==> config.mk <==
export PLATFORM = sky130hd
export DESIGN_NAME = if_stage
export DESIGN_NICKNAME = d
export VERILOG_FILES = /design/src/rtl/if_stage.sv
export SDC_FILE = /design/constraint.sdc
export NUM_CORES = 1
export LEC_CHECK = 0
export ABC_AREA = 1
export BUFFER_PORTS_ARGS = -buffer_cell sky130_fd_sc_hd__buf_2
export CORE_UTILIZATION = 51
export DETAILED_ROUTE_END_ITERATION = 10
export GPL_TIMING_DRIVEN = 0
export PLACE_DENSITY_LB_ADDON = 0.2
export RECOVER_POWER = 100
export SLEW_MARGIN = 20
export SYNTH_ARGS = -nofsm -noshare
export SYNTH_HDL_FRONTEND = slang
export SYNTH_SLANG_ARGS = --single-unit
==> constraint.sdc <==
create_clock -name clk -period 3 [get_ports clk]
set_clock_uncertainty 0.15 [all_clocks]
set_input_delay 0.6 -clock clk [delete_from_list [all_inputs] [get_ports clk]]
set_output_delay 0.6 -clock clk [all_outputs]
set_load 0.005 [all_outputs]
==> src/rtl/if_stage.sv <==
// Instruction-fetch stage: next-PC selection, delayed-branch/exception redirect,
// fetch-wait handling and the IF/ID pipeline register.
module if_stage #(
    parameter logic [31:0] RESET_PC = 32'h0040_0000,
    parameter int unsigned COUNT_W  = 32
) (
    input  logic               clk,
    input  logic               rst,
    input  logic [31:0]        pc,
    input  logic [31:0]        imem_instr,
    input  logic               imem_ready,
    input  logic               id_stall,
    input  logic               br_taken,
    input  logic [31:0]        br_target,
    input  logic               exc_valid,
    input  logic [31:0]        exc_target,
    output logic [31:0]        npc,
    output logic [31:0]        id_pc,
    output logic [31:0]        id_pc4,
    output logic [31:0]        id_instr,
    output logic               id_valid,
    output logic [COUNT_W-1:0] fetch_count
);

    localparam int unsigned XLEN      = 32;
    localparam logic [XLEN-1:0] WORD_MASK = 32'hFFFF_FFFC;

    logic [XLEN-1:0]    pc4_c;
    logic [XLEN-1:0]    npc_raw_c;

    // Deferred branch redirect captured while the delay slot is still being fetched
    logic               pend_valid;
    logic [XLEN-1:0]    pend_target;

    logic               pend_valid_d;
    logic [XLEN-1:0]    pend_target_d;
    logic [XLEN-1:0]    id_pc_d;
    logic [XLEN-1:0]    id_pc4_d;
    logic [XLEN-1:0]    id_instr_d;
    logic               id_valid_d;
    logic [COUNT_W-1:0] fetch_count_d;

    assign pc4_c = pc + XLEN'(4);

    // Next-PC source selection by priority; low two bits always cleared
    always_comb begin
        npc_raw_c = pc4_c;
        if (rst) begin
            npc_raw_c = RESET_PC;
        end else if (exc_valid) begin
            npc_raw_c = exc_target;
        end else if (id_stall || !imem_ready) begin
            npc_raw_c = pc;
        end else if (pend_valid) begin
            npc_raw_c = pend_target;
        end else if (br_taken) begin
            npc_raw_c = br_target;
        end
    end

    assign npc = npc_raw_c & WORD_MASK;

    // Next values for IF/ID, pending redirect and fetch counter
    always_comb begin
        pend_valid_d  = pend_valid;
        pend_target_d = pend_target;
        id_pc_d       = id_pc;
        id_pc4_d      = id_pc4;
        id_instr_d    = id_instr;
        id_valid_d    = id_valid;
        fetch_count_d = fetch_count;

        if (exc_valid) begin
            id_instr_d   = '0;
            id_valid_d   = 1'b0;
            pend_valid_d = 1'b0;
        end else if (id_stall) begin
            // hold everything; hazard unit re-asserts any branch later
        end else if (!imem_ready) begin
            id_instr_d = '0;
            id_valid_d = 1'b0;
            if (br_taken) begin
                pend_valid_d  = 1'b1;
                pend_target_d = br_target;
            end
        end else begin
            id_pc_d       = pc;
            id_pc4_d      = pc4_c;
            id_instr_d    = imem_instr;
            id_valid_d    = 1'b1;
            fetch_count_d = fetch_count + COUNT_W'(1);
            pend_valid_d  = 1'b0;
        end
    end

    // State registers with synchronous reset
    always_ff @(posedge clk) begin
        if (rst) begin
            pend_valid  <= 1'b0;
            pend_target <= '0;
            id_pc       <= RESET_PC;
            id_pc4      <= RESET_PC + XLEN'(4);
            id_instr    <= '0;
            id_valid    <= 1'b0;
            fetch_count <= '0;
        end else begin
            pend_valid  <= pend_valid_d;
            pend_target <= pend_target_d;
            id_pc       <= id_pc_d;
            id_pc4      <= id_pc4_d;
            id_instr    <= id_instr_d;
            id_valid    <= id_valid_d;
            fetch_count <= fetch_count_d;
        end
    end

endmodule

# [Yosys cells after proc, flatten, opt, wreduce, memory -nomap -nowiden]
# Index checks and enable logic that the tools add are counted.
[word_totals] ff_bits=162 input_bits=134 output_inout_bits=161 word_cells=28
[op_classes] n_addsub=2 muxes=9 bitwise=3 n_reduce_logical=7
[op_table] cell="two-way mux 32 bit" n=6
[op_table] cell="adder 32 x 1 -> 32 bit, second input constant" n=1
[op_table] cell="adder 32 x 3 -> 32 bit, second input constant" n=1
[op_table] cell="AND reduction 4 bit" n=1
[op_table] cell="two-way mux 1 bit" n=3
[op_table] cell="inverter 1 bit" n=3
[op_table] cell="AND reduction 3 bit" n=1
[op_table] cell="AND reduction 2 bit" n=1
[op_table] cell="nonzero test 2 bit" n=1
[op_table] cell="OR reduction 2 bit" n=1
[op_table] cell="zero test 1 bit" n=1
[op_table] cell="logical OR 1 bit" n=1

# [Longest topological paths before layout]
[depth] word_depth=6 mapped_depth=12 ltp_nobuf=12

# [Worst setup path before layout]
# Ideal clock, no wire load.
[synth_path] kind="input port to output port" from="in pc[2]" to="out npc[24]" arrival_ns=1.637 required_ns=2.250 setup_slack_ns=0.613 stages=11 path_buffers=0 path_cell_list="ha_1 nand2_1 nor2_2 nand2_1 nor2_1 nand2_1 nand2_1 nand3_1 nand2_1 nand2_1 a21oi_1"
[synth_between] elab_chain_len=6
[synth_rtl] item="start, declared" line_no="9" text="input logic [31:0] pc,"
[synth_rtl] item="adder 32 x 3 -> 32 bit" line_no="43" text="assign pc4_c = pc + XLEN'(4);"
[synth_rtl] item="two-way mux 32 bit" line_no="56" text="end else if (br_taken) begin"
[synth_rtl] item="two-way mux 32 bit" line_no="54" text="end else if (pend_valid) begin"
[synth_rtl] item="two-way mux 32 bit" line_no="52" text="end else if (id_stall || !imem_ready) begin"
[synth_rtl] item="two-way mux 32 bit" line_no="50" text="end else if (exc_valid) begin"
[synth_rtl] item="two-way mux 32 bit" line_no="48" text="if (rst) begin"
[synth_rtl] item="end, declared" line_no="17" text="output logic [31:0] npc,"
# No other way between the ends.

# [Final worst setup path]
[layout_path] from="in rst" to="out npc[30]"
[layout_between] elab_chain_len=1
[layout_rtl] item="start, declared" line_no="8" text="input logic rst,"
[layout_rtl] item="two-way mux 32 bit" line_no="48"
# No other way between the ends.

==> metrics.txt <==
die footprint=approximately 17000 um^2; Logic pwr share=0.133; Core Area=~16000 um^2; DRT iter0 DRCs=roughly 870; placed insts=between 1500 and 2000; fillers=roughly 1600; GRT Resource Usage Total=0.363; initial antenna violation count=0; Mapped Cells=between 1000 and 1500; fmax=~340 MHz; H-tree depth=4; Clock Pin Slew Worst Setup and Hold Paths=~60 ps; fin crit share=0.974; post-route ant nets=0; n_diodes=0; number of I/O port buffers=about 290; Die Ht=131 um; nature of the critical path endpoint=primary output; Clk pwr share=0.440; relative slew slack=0.554; nets@finish=between 1500 and 2000; commonest non-fill, non-tap cell in the layout=nand2_1; final setup fails=0; #FFs+latches synth=around 160; share of layout cells above drive strength 1=0.155; Leak=around 4.5 nW; CTS tree=built; EDFF count, synth=0; CP arrival=2170 ps; PnR worst setup slack=about 79 ps; net switching power=1.47 mW; Ports=295; DIE WIDTH=roughly 130 um; Overflow after GRT=0; largest net degree at the start of global routing=17; Via Count=10300; design area=10600 um^2; max incr delay on CP=approximately 380 ps; sw frac=0.285; post-synth top area share=0.373; synthesized cell area=about 8500 um^2; via-per-instance ratio=between 5 and 6; Starting Density=0.528; gpl congestion=~0.95; crit-path max FO=10; Ys Warns=0; final hold violation count=0; row count=46; Slew @ Worst Pin=around 670 ps; commonest non-fill, non-tap cells in the layout=nand2_1 (353), nor2_1 (228), buf_2 (181); Final Power=5.17 mW; CTS buffer count=17; Syn Area/Cell=around 6.3 um^2; Post-Route Setup TNS=0 ps; Flop pwr share=0.427; Clk Latency, worst-skew pair=between 400 and 500 ps; hold crit path type=in2reg; drt wl/cell=between 15 and 20 um; CTS Buffer Depth=2; max-cap violation count=0; minimum clock period=roughly 2900 ps; hold slack=about 250 ps; first-pass GRT wire length=approximately 47 mm; vias in the first global route=about 8900; worst path cell trace=buf_2, inv_1, clkbuf_2, buf_2, o21ai_0, a21oi_1, buf_2; main area contributors after synthesis=dfxtp_1 (37%), nand2_1 (16%), a21oi_1 (10%), nor2_1 (9.9%), o21ai_0 (7.0%); clk sinks=158; most frequent CP cell=buf_2; Root Driver=clkbuf_16; CP required=~2300 ps; synth-to-layout area growth=25.2%; drt total wl=31.5 mm; internal power=about 3.7 mW; post-synthesis cell type count=35; Critical-path top delay cell=buf_2; Setup crit start kind=input port; Pwr Density=~490 nW/um^2; DRC=0; Initial DRT Pass Iterations=5; status=complete, no violations; post-synth top area cell=dfxtp_1; Synth Flop Type=dfxtp_1; post-DP HPWL=approximately 25 mm; placed cell areas=10200 um^2; Final Max Tran Viols=0; Layout Cells excl Fill=approximately 1900; crit path kind=in2out; register area share after synthesis=0.373; Final Core Density=0.661; pre-CTS setup slack=-381 ps; asr flop ratio synth=0; worst ir drop on vdd=approximately 0.00045 V
## final cells by class
type	instances	area (um^2)	area share
clock buffers	18	439	0.0414
multi-input cells	1023	4630	0.436
well taps	216	270	0.0255
flip-flops and latches	158	3160	0.298
repair buffers	286	1290	0.122
inverters	87	328	0.0309
clock inverters	14	169	0.0159
plain buffers	77	325	0.0306
## registers in the layout (all words and copies together), names as in the netlist
signal       cells
pend_valid       1
id_pc4          30
id_pc           32
pend_target     30
id_valid         1
fetch_count     32
id_instr        32
## Yosys cell counts, types with 3 or more instances
cell	instances
o21ai_0	118
o211ai_1	19
nor2_1	223
nor3_1	11
nor2_2	11
xor2_1	8
nand3_1	47
nand2_1	351
nor3_2	3
clkbuf_1	52
buf_2	14
o21ai_1	18
inv_2	8
nor2_4	6
nand3b_1	5
or2_2	3
inv_1	77
buf_1	6
nand4_1	4
o21bai_1	3
nand2_2	5
dfxtp_1	158
nand2_4	3
buf_4	5
a21oi_1	173
## kinds of logic (layout without fill, tap and decap cells)
family,after synthesis,count (layout),synth area share
other,1,2,0.000442
buffers and inverters,165,482,0.0782
and+or+nand+nor,678,678,0.333
DFF,158,158,0.373
AOI/OAI and AO/OA,332,332,0.203
xor gates and xnor gates,9,9,0.00930
adders and majority gates,2,2,0.00295
## layer usage
layer / global-route usage / up-vias / wire [um]
met3: 0.0672 / 57 / 2890
li1: - / 4966 / -
met1: 0.481 / 4685 / 13400
met2: 0.589 / 567 / 14400
met4: 0.135 / 0 / 797
met5: 0 / - / 0
## timing repair
| action | 4_1_cts | 5_1_grt |
|---|---|---|
| gates cloned | 0 | 0 |
| buffers inserted | 0 | 0 |
| pin swaps | 0 | 1 |
| hold buffers | 0 | 0 |
| endpoints found under the setup margin | 20 | 14 |
| gates resized for setup | 4 | 11 |
## worst max-delay path, delay by kind of cell
family                 cells  cell delay (ps)
AO/OA/AOI/OAI              2              300
buffers and inverters      5             1260
## final timing paths
path / slack, ps / to / start / cells past startpoint
max: 80 / npc[30] / rst / 7
min: 250 / id_pc[1] / pc[1] / 3
max reg2reg: 890 / fetch_count[15] / fetch_count[0] / 8
min reg2reg: 310 / id_valid / id_valid / 2
## power groups by stage
stage	clock network, mW	logic [mW]	registers (mW)
floorplan	0	0.348	2.25
global placement	0	0.675	2.25
detailed placement	0	0.681	2.25
CTS	2.29	0.685	2.21
global route	2.36	0.752	2.21
finish	2.27	0.685	2.21
No activity file was read; power rests on OpenSTA's default activity.
